$ cat src/rtl/tangnano20kdock.sv
// tangnano20kdock: 8N1 UART echo dock with boot banner and status LEDs.
// Full duplex on sys_clk; a 1-byte holding register sits between RX and TX.
module tangnano20kdock #(
  parameter int CLK_HZ = 4000000,
  parameter int BAUD   = 9600
) (
  input  logic       sys_clk,
  input  logic       btn1,
  input  logic       ser_rx,
  output logic       ser_tx,
  output logic [5:0] led_n
);
  localparam int DIV = (CLK_HZ + BAUD / 2) / BAUD;
  localparam logic [15:0] BIT_END  = 16'(DIV - 1);
  localparam logic [15:0] HALF_END = 16'(DIV / 2 - 1);

  typedef enum logic [1:0] {IDLE, START, DATA, STOP} uart_st_t;

  logic rst_meta, rst_n;
  always_ff @(posedge sys_clk or negedge btn1)
    if (!btn1) {rst_meta, rst_n} <= 2'b00;
    else       {rst_meta, rst_n} <= {1'b1, rst_meta};

  logic [1:0]  us_cnt;
  logic [17:0] hb_cnt;
  always_ff @(posedge sys_clk or negedge rst_n)
    if (!rst_n) begin
      us_cnt <= '0;
      hb_cnt <= '0;
    end else begin
      us_cnt <= us_cnt + 2'd1;
      if (us_cnt == 2'd3) hb_cnt <= hb_cnt + 18'd1;
    end

  logic rx_s1, rx_s2, rx_q;
  always_ff @(posedge sys_clk or negedge rst_n)
    if (!rst_n) {rx_s1, rx_s2, rx_q} <= 3'b111;
    else        {rx_s1, rx_s2, rx_q} <= {ser_rx, rx_s1, rx_s2};

  uart_st_t    rx_st, rx_st_n;
  logic [15:0] rx_cnt, rx_cnt_n;
  logic [2:0]  rx_bit, rx_bit_n;
  logic [7:0]  rx_sh, rx_sh_n;
  logic        rx_done, rx_ferr;

  always_ff @(posedge sys_clk or negedge rst_n)
    if (!rst_n) begin
      rx_st  <= IDLE;
      rx_cnt <= '0;
      rx_bit <= '0;
      rx_sh  <= '0;
    end else begin
      rx_st  <= rx_st_n;
      rx_cnt <= rx_cnt_n;
      rx_bit <= rx_bit_n;
      rx_sh  <= rx_sh_n;
    end

  always_comb begin
    rx_st_n  = rx_st;
    rx_cnt_n = rx_cnt + 16'd1;
    rx_bit_n = rx_bit;
    rx_sh_n  = rx_sh;
    rx_done  = 1'b0;
    rx_ferr  = 1'b0;
    unique case (rx_st)
      IDLE: begin
        rx_cnt_n = '0;
        if (rx_q && !rx_s2) rx_st_n = START;
      end
      START: if (rx_cnt == HALF_END) begin
        rx_cnt_n = '0;
        rx_bit_n = '0;
        rx_st_n  = rx_s2 ? IDLE : DATA;
      end
      DATA: if (rx_cnt == BIT_END) begin
        rx_cnt_n = '0;
        rx_sh_n  = {rx_s2, rx_sh[7:1]};
        rx_bit_n = rx_bit + 3'd1;
        if (rx_bit == 3'd7) rx_st_n = STOP;
      end
      STOP: if (rx_cnt == BIT_END) begin
        rx_st_n = IDLE;
        rx_done = rx_s2;
        rx_ferr = !rx_s2;
      end
      default: rx_st_n = IDLE;
    endcase
  end

  function automatic logic [7:0] banner(input logic [2:0] i);
    case (i)
      3'd0:    banner = 8'h53;
      3'd1:    banner = 8'h43;
      3'd2:    banner = 8'h4D;
      3'd3:    banner = 8'h50;
      3'd4:    banner = 8'h0D;
      default: banner = 8'h0A;
    endcase
  endfunction

  uart_st_t    tx_st, tx_st_n;
  logic [15:0] tx_cnt, tx_cnt_n;
  logic [2:0]  tx_bit, tx_bit_n;
  logic [7:0]  tx_sh, tx_sh_n;
  logic [2:0]  ban_idx, ban_idx_n;
  logic        boot, boot_n;
  logic        hold_full, hold_take, have_ban, have_byte, load;
  logic [7:0]  hold_data;

  always_ff @(posedge sys_clk or negedge rst_n)
    if (!rst_n) begin
      tx_st   <= IDLE;
      tx_cnt  <= '0;
      tx_bit  <= '0;
      tx_sh   <= '0;
      ban_idx <= '0;
      boot    <= 1'b1;
    end else begin
      tx_st   <= tx_st_n;
      tx_cnt  <= tx_cnt_n;
      tx_bit  <= tx_bit_n;
      tx_sh   <= tx_sh_n;
      ban_idx <= ban_idx_n;
      boot    <= boot_n;
    end

  assign have_ban  = ban_idx < 3'd6;
  assign have_byte = have_ban || hold_full;

  // STOP chains straight into START so frames run back-to-back
  always_comb begin
    tx_st_n   = tx_st;
    tx_cnt_n  = tx_cnt + 16'd1;
    tx_bit_n  = tx_bit;
    tx_sh_n   = tx_sh;
    ban_idx_n = ban_idx;
    boot_n    = boot;
    load      = 1'b0;
    hold_take = 1'b0;
    unique case (tx_st)
      IDLE: if (boot) begin
        if (tx_cnt == BIT_END) begin
          boot_n = 1'b0;
          load   = have_byte;
        end
      end else begin
        tx_cnt_n = '0;
        load     = have_byte;
      end
      START: if (tx_cnt == BIT_END) begin
        tx_cnt_n = '0;
        tx_bit_n = '0;
        tx_st_n  = DATA;
      end
      DATA: if (tx_cnt == BIT_END) begin
        tx_cnt_n = '0;
        tx_sh_n  = {1'b1, tx_sh[7:1]};
        tx_bit_n = tx_bit + 3'd1;
        if (tx_bit == 3'd7) tx_st_n = STOP;
      end
      STOP: if (tx_cnt == BIT_END) begin
        tx_cnt_n = '0;
        tx_st_n  = IDLE;
        load     = have_byte;
      end
      default: tx_st_n = IDLE;
    endcase
    if (load) begin
      tx_st_n  = START;
      tx_cnt_n = '0;
      tx_sh_n  = have_ban ? banner(ban_idx) : hold_data;
      if (have_ban) ban_idx_n = ban_idx + 3'd1;
      else          hold_take = 1'b1;
    end
  end

  assign ser_tx = (tx_st == START) ? 1'b0 :
                  (tx_st == DATA)  ? tx_sh[0] : 1'b1;

  logic ferr, ovr, tog;
  always_ff @(posedge sys_clk or negedge rst_n)
    if (!rst_n) begin
      hold_full <= 1'b0;
      hold_data <= '0;
      ferr      <= 1'b0;
      ovr       <= 1'b0;
      tog       <= 1'b0;
    end else begin
      if (rx_ferr) ferr <= 1'b1;
      if (rx_done) begin
        if (hold_full && !hold_take) begin
          ovr <= 1'b1;
        end else begin
          hold_full <= 1'b1;
          hold_data <= rx_sh;
          tog       <= ~tog;
        end
      end else if (hold_take) begin
        hold_full <= 1'b0;
      end
    end

  assign led_n = {~tog, ~ovr, ~ferr, rx_st == IDLE, tx_st == IDLE, ~hb_cnt[17]};
endmodule

$ cat config.mk
export PLATFORM = sky130hd
export DESIGN_NAME = tangnano20kdock
export DESIGN_NICKNAME = d
export VERILOG_FILES = /design/src/rtl/tangnano20kdock.sv
export SDC_FILE = /design/constraint.sdc
export NUM_CORES = 1
export LEC_CHECK = 0
export CORE_UTILIZATION = 62
export CTS_CLUSTER_DIAMETER = 100
export DETAILED_ROUTE_END_ITERATION = 7
export MAX_ROUTING_LAYER = met4
export PLACE_DENSITY_LB_ADDON = 0.12
export REMOVE_ABC_BUFFERS = 1
export SYNTH_ARGS = -nofsm -noshare
export SYNTH_HDL_FRONTEND = slang
export SYNTH_SLANG_ARGS = --single-unit
$ cat constraint.sdc
create_clock -name sys_clk -period 4.1 [get_ports sys_clk]
set_clock_uncertainty 0.15 [all_clocks]
set_input_delay 0.615 -clock sys_clk [delete_from_list [all_inputs] [get_ports sys_clk]]
set_output_delay 0.615 -clock sys_clk [all_outputs]
set_load 0.05 [all_outputs]
# Yosys cells after proc, flatten, opt, wreduce, memory -nomap -nowiden

Index checks and enable logic that the tools add are counted.

Bits in registers: 99
Bits in latches: 0
Bits in writable memories: 0
Memory bits (read-only): 0
Input port bits: 3
Output and inout port bits: 7
Word-level logic and storage cells: 135
Memories kept: 0

Add/sub/neg operators: 7
Multiply operators: 0
Div/mod/pow operators: 0
$lt $le $gt $ge: 1
Eq/ne operators: 28
Shifts and indexed selects: 0
Muxes and demuxes: 47
Bitwise operators: 5
Reductions and logical operators: 25

Operators with widths:

| operator                                                          | number |
|---|---|
| 16-bit two-way mux                                                | 5 |
| 16-bit one-hot mux with 3 select lines                            | 1 |
| 7-bit one-hot mux with 5 select lines                             | 1 |
| 16-bit by 1-bit adder with 16-bit output (second input constant)  | 2 |
| 16-bit by 9-bit == test with 1-bit output (second input constant) | 2 |
| 8-bit two-way mux                                                 | 4 |
| 16-bit one-hot mux with 2 select lines                            | 1 |
| 2-bit two-way mux                                                 | 11 |
| 18-bit by 1-bit adder with 18-bit output (second input constant)  | 1 |
| 16-bit by 8-bit == test with 1-bit output (second input constant) | 1 |
| 1-bit two-way mux                                                 | 15 |
| 2-bit inequality test (second input constant)                     | 7 |
| 3-bit two-way mux                                                 | 4 |
| 3-bit inequality test (second input constant)                     | 4 |
| 3-bit one-hot mux with 2 select lines                             | 2 |
| 2-bit AND reduction                                               | 6 |
| 2-bit == test (second input constant)                             | 5 |
| 5-bit AND reduction                                               | 2 |
| 2-bit nonzero test                                                | 5 |
| 3-bit by 1-bit adder with 3-bit output (second input constant)    | 3 |
| 3-bit == test (second input constant)                             | 3 |
| 2-bit one-hot mux with 4 select lines                             | 1 |
| 3-bit by 2-bit == test with 1-bit output (second input constant)  | 2 |
| 2-bit one-hot mux with 3 select lines                             | 1 |
| other kinds (15)                                                  | 24 |

# Depth between registers and ports, before layout

Depth after elaboration: 10
Gate-level depth with buffers: 10
Depth with buffers taken out: 8

# Least setup slack after synthesis

Ideal clock, no wire load.

Path kind: reg2out
Start point: reg tx_st[0]
End point: out ser_tx
Arrival: 1.488 ns
Data required time: 3.335 ns
Path slack: 1.847 ns
Cell stages (with the launch flop): 4
Buffers on the path: 0
Path through: dfrtp_1 -> inv_1 -> ha_1 -> a21oi_1

Longest elaborated chain between the ends: 3
Elaborated cells on any way between the ends: 4
Those cells by class: 2 x eq/ne; 2 x mux

RTL lines:

| element                | line | text |
|---|---|---|
| from (decl)            | 102  | `uart_st_t tx_st, tx_st_n;` |
| from (signal assigned) | 120  | `tx_st <= tx_st_n;` |
| 2-bit == test          | 179  | `(tx_st == DATA) ? tx_sh[0] : 1'b1;` |
| 1-bit two-way mux      | 179  |  |
| 1-bit two-way mux *    | 178  | `assign ser_tx = (tx_st == START) ? 1'b0 :` |
| to (decl)              | 10   | `output logic ser_tx,` |

Mark *: on every way between the ends. The rest lies on a longest branch, timed or not.

# Final worst setup path

Same ends and word-level chain as after synthesis.

==> flow_summary.yaml <==
outcome:
  outcome: "finished clean"
timing:
  worst_pin_slew_ns: 0.9515
  max-slew-margin-rel: 0.3656
  rsz0062_at_grt: "no"
  timing.final.crit_share: 0.6992
  max_clock_freq_mhz: 348.8
  period_minus_slack_ns: 2.867
  fin_setup_tns_ns: 0
  setup_violations: 0
  hold_viol_final: 0
  slew_viol_final: 0
power_and_ir_drop:
  p_leak_nw: 2.412
  p_per_area_nw_per_um2: 358.6
  ir_drop_v: 0.0002395
  power.total_w: 0.001815
critical_path:
  critPathLaunch: "tx_st[0]$_DFFE_PN0P_"
  reg2reg_to: "hold_data[0]$_DFFE_PN0P_"
  critPathArrivalTime_ns: 2.10
  cp-start-kind: "flip-flop"
  slowest_delay_ns: 0.81
  crit_family: "buffers and inverters"
  r2r_slack_ns: 1.51
  reg2reg_from: "tx_cnt[0]$_DFF_PN0_"
  critPathKind: "reg -> out"
  reg2reg_depth: 8
  slowest_stage: "clkdlybuf4s50_1"
  worstSetupEndpoint: "ser_tx"
  setup.worst_path.end_class: "output port"
  path_depth: 4
  path_buf_inv: 2
  worstPathCellList: "inv_1 -> ha_1 -> a21oi_1 -> clkdlybuf4s50_1"
  critPathMaxFanout: 8
  worstPathRequired_ns: 3.34
finish:
  antenna_cells: 0
  design_area_um2: 5061
  area_growth_pct: 8.854
  nets: 481
  drive_above_1_share: 0.07543
  final_core_utilization: 0.6978
global_route:
  antenna_found_initial: 0
  grtUsageTotal: 0.2250
  grt_pass1_wl_um: 13070
  grt_max_degree: 78
  overflow: 0
  grt_pass1_vias: 2981
clocking:
  cts_tree: "yes"
  cts_resized: 0
  ctsHoldBuffers: 0
  clk_pin_slew_ns: 0.09
  clock_latency_ns: 0.36
  clk_path_buf_depth: 2
  cts_setup_buffers: 0
  cts-root-buf: "clkbuf_8"
  htreeDepth: 3
  cts_buffers: 9
  cts_sinks: 99
drt:
  wl_met3_um: 163
  dr.max_layer_used: "met4"
  detail_route.iter0.violations: 98
  wl_met2_um: 3777
  drc: 0
  met1_length_um: 3590
  vias: 3078
  firstDrtPassIters: 5
  drtAntennaViolNets: 0
  wl_per_cell_um: 13.54
  viasPerCell: 5.467
  routed_wl_um: 7623
synth:
  synth_ff_type: "dfrtp_1"
  syn_inst: 446
  yosys_warnings: 0
  yosysSeqAreaShare: 0.5339
  yosys_register_bits: 99
  synth_area_leaders: "dfrtp_1, ha_1, xnor2_1"
  synthArstFlopShare: 1.000
  syn_area_um2: 4649
  synth-edff-count: 0
  yosysMostFrequentCell: "dfrtp_1"
  synth.largest_area_cell: "dfrtp_1"
  synth_top_area_share: 0.5113
  syn_area_per_cell_um2: 10.42
  yosysUniqueCellTypes: 52
  ys_top_cells_by_count: "dfrtp_1, nor2_1, nand2_1, inv_1, xnor2_1"
place:
  dp_hpwl_um: 5403
  routabilityCongestion: 0.8671
  io_buffers: 9
  placed_cell_area_um2: 4835
die:
  initial_core_util: 0.6410
  io_pins: 10
  fp.dieW_um: 88.60
  die_area_um2: 7849
  coreArea_um2: 7253
  die_h_um: 88.60
  rows: 31
min_path:
  hp-class: "reg -> reg"
flow_run:
  cap_violations: 0
==> worst min-delay path by stage <==
stage,startpoint,to,cells past startpoint
2_1_floorplan,btn1,rst_meta$_DFF_PN0_,0
3_5_place_dp,rx_s1$_DFF_PN1_,rx_s2$_DFF_PN1_,0
4_1_cts,rx_s1$_DFF_PN1_,rx_s2$_DFF_PN1_,0
3_3_place_gp,rst_meta$_DFF_PN0_,rst_n$_DFF_PN0_,0
6_report,rx_s1$_DFF_PN1_,rx_s2$_DFF_PN1_,0
5_1_grt,rx_s1$_DFF_PN1_,rx_s2$_DFF_PN1_,0
==> where the power goes <==
group | internal, W | leakage [nW] | switching (W)
combinational | 0.0000319 | 1.01 | 0.0000685
clock | 0.000364 | 0.110 | 0.000322
sequential | 0.000995 | 1.30 | 0.0000344
==> cell families after synthesis <==
| logic type | synth area share |
|---|---|
| AO/OA/AOI/OAI | 0.08558 |
| XOR/XNOR | 0.08477 |
| AND/OR/NAND/NOR | 0.1895 |
| adder cells (fa/ha/maj) | 0.05113 |
| flip-flops | 0.5339 |
| multiplexers | 0.02395 |
| other | 0.0008065 |
| buffers and inverters | 0.03041 |
==> metal layers <==
| layer | track usage | vias up |
|---|---|---|
| met5 | - | - |
| met4 | 0.06452 | 0 |
| met3 | 0.05504 | 10 |
| met2 | 0.3727 | 22 |
| met1 | 0.2752 | 1500 |
| li1 | - | 1546 |
==> sequential cells by signal (all words and copies together), names as in the netlist, named ones only <==
name and count:
hold_full 1, tx_bit 3, tx_st 2, rx_q 1
rst_n 1, rx_s2 1, tx_cnt 16, rx_st 1
rx_sh 8, hb_cnt 18, hold_data 8, rx_s1 1
ferr 1, rx_bit 3, tx_sh 8, rx_cnt 16
us_cnt 2, boot 1, tog 1, rst_meta 1
ovr 1, ban_idx 3
==> worst register-to-register path, stage by stage, from the launching register on <==
cell	delay, ns
dfrtp_1	0.42
inv_1	0.07
ha_1	0.13
nand4bb_1	0.10
nor4_1	0.36
and2_1	0.43
o211ai_4	0.13
a21oi_4	0.31
mux2_2	0.38
==> per-stage QoR <==
step / setup WS, ns / instances / hold slack [ns]
final: 1.233 / 563 / 0.2107
after global routing: 1.110 / 563 / 0.2135
after CTS: 1.224 / 563 / 0.2118
after detailed placement: 1.539 / 547 / 0.1979
after global placement: 1.656 / 547 / 0.1889
after floorplan: 0.9951 / 437 / 0.1694
==> layout make-up <==
| type | instances | area, um2 |
|---|---|---|
| flip-flops and latches | 99 | 2486 |
| fillers | 538 | 2192 |
| multi-input cells | 313 | 2026 |
| clock buffers | 11 | 141.4 |
| well taps | 99 | 123.9 |
| repair buffers | 11 | 105.1 |
| inverters | 25 | 93.84 |
| clock inverters | 5 | 85.08 |
==> placed cells by master (no fill, tap or decap), types with 5 or more instances in the layout <==
cell type and n:
xnor2_1 25, xor2_1 20, mux2_2 9, nor2b_1 5
ha_1 19, o21ai_0 16, nand2_1 50, clkbuf_8 10
nor2_1 52, inv_1 25, nor3_1 7, a21oi_1 14
nand4_1 8, and3_1 14, and4_1 6, clkdlybuf4s50_1 9
dfrtp_1 94, and2_1 5, nand3_1 18
(Power assumes the default switching activity.)
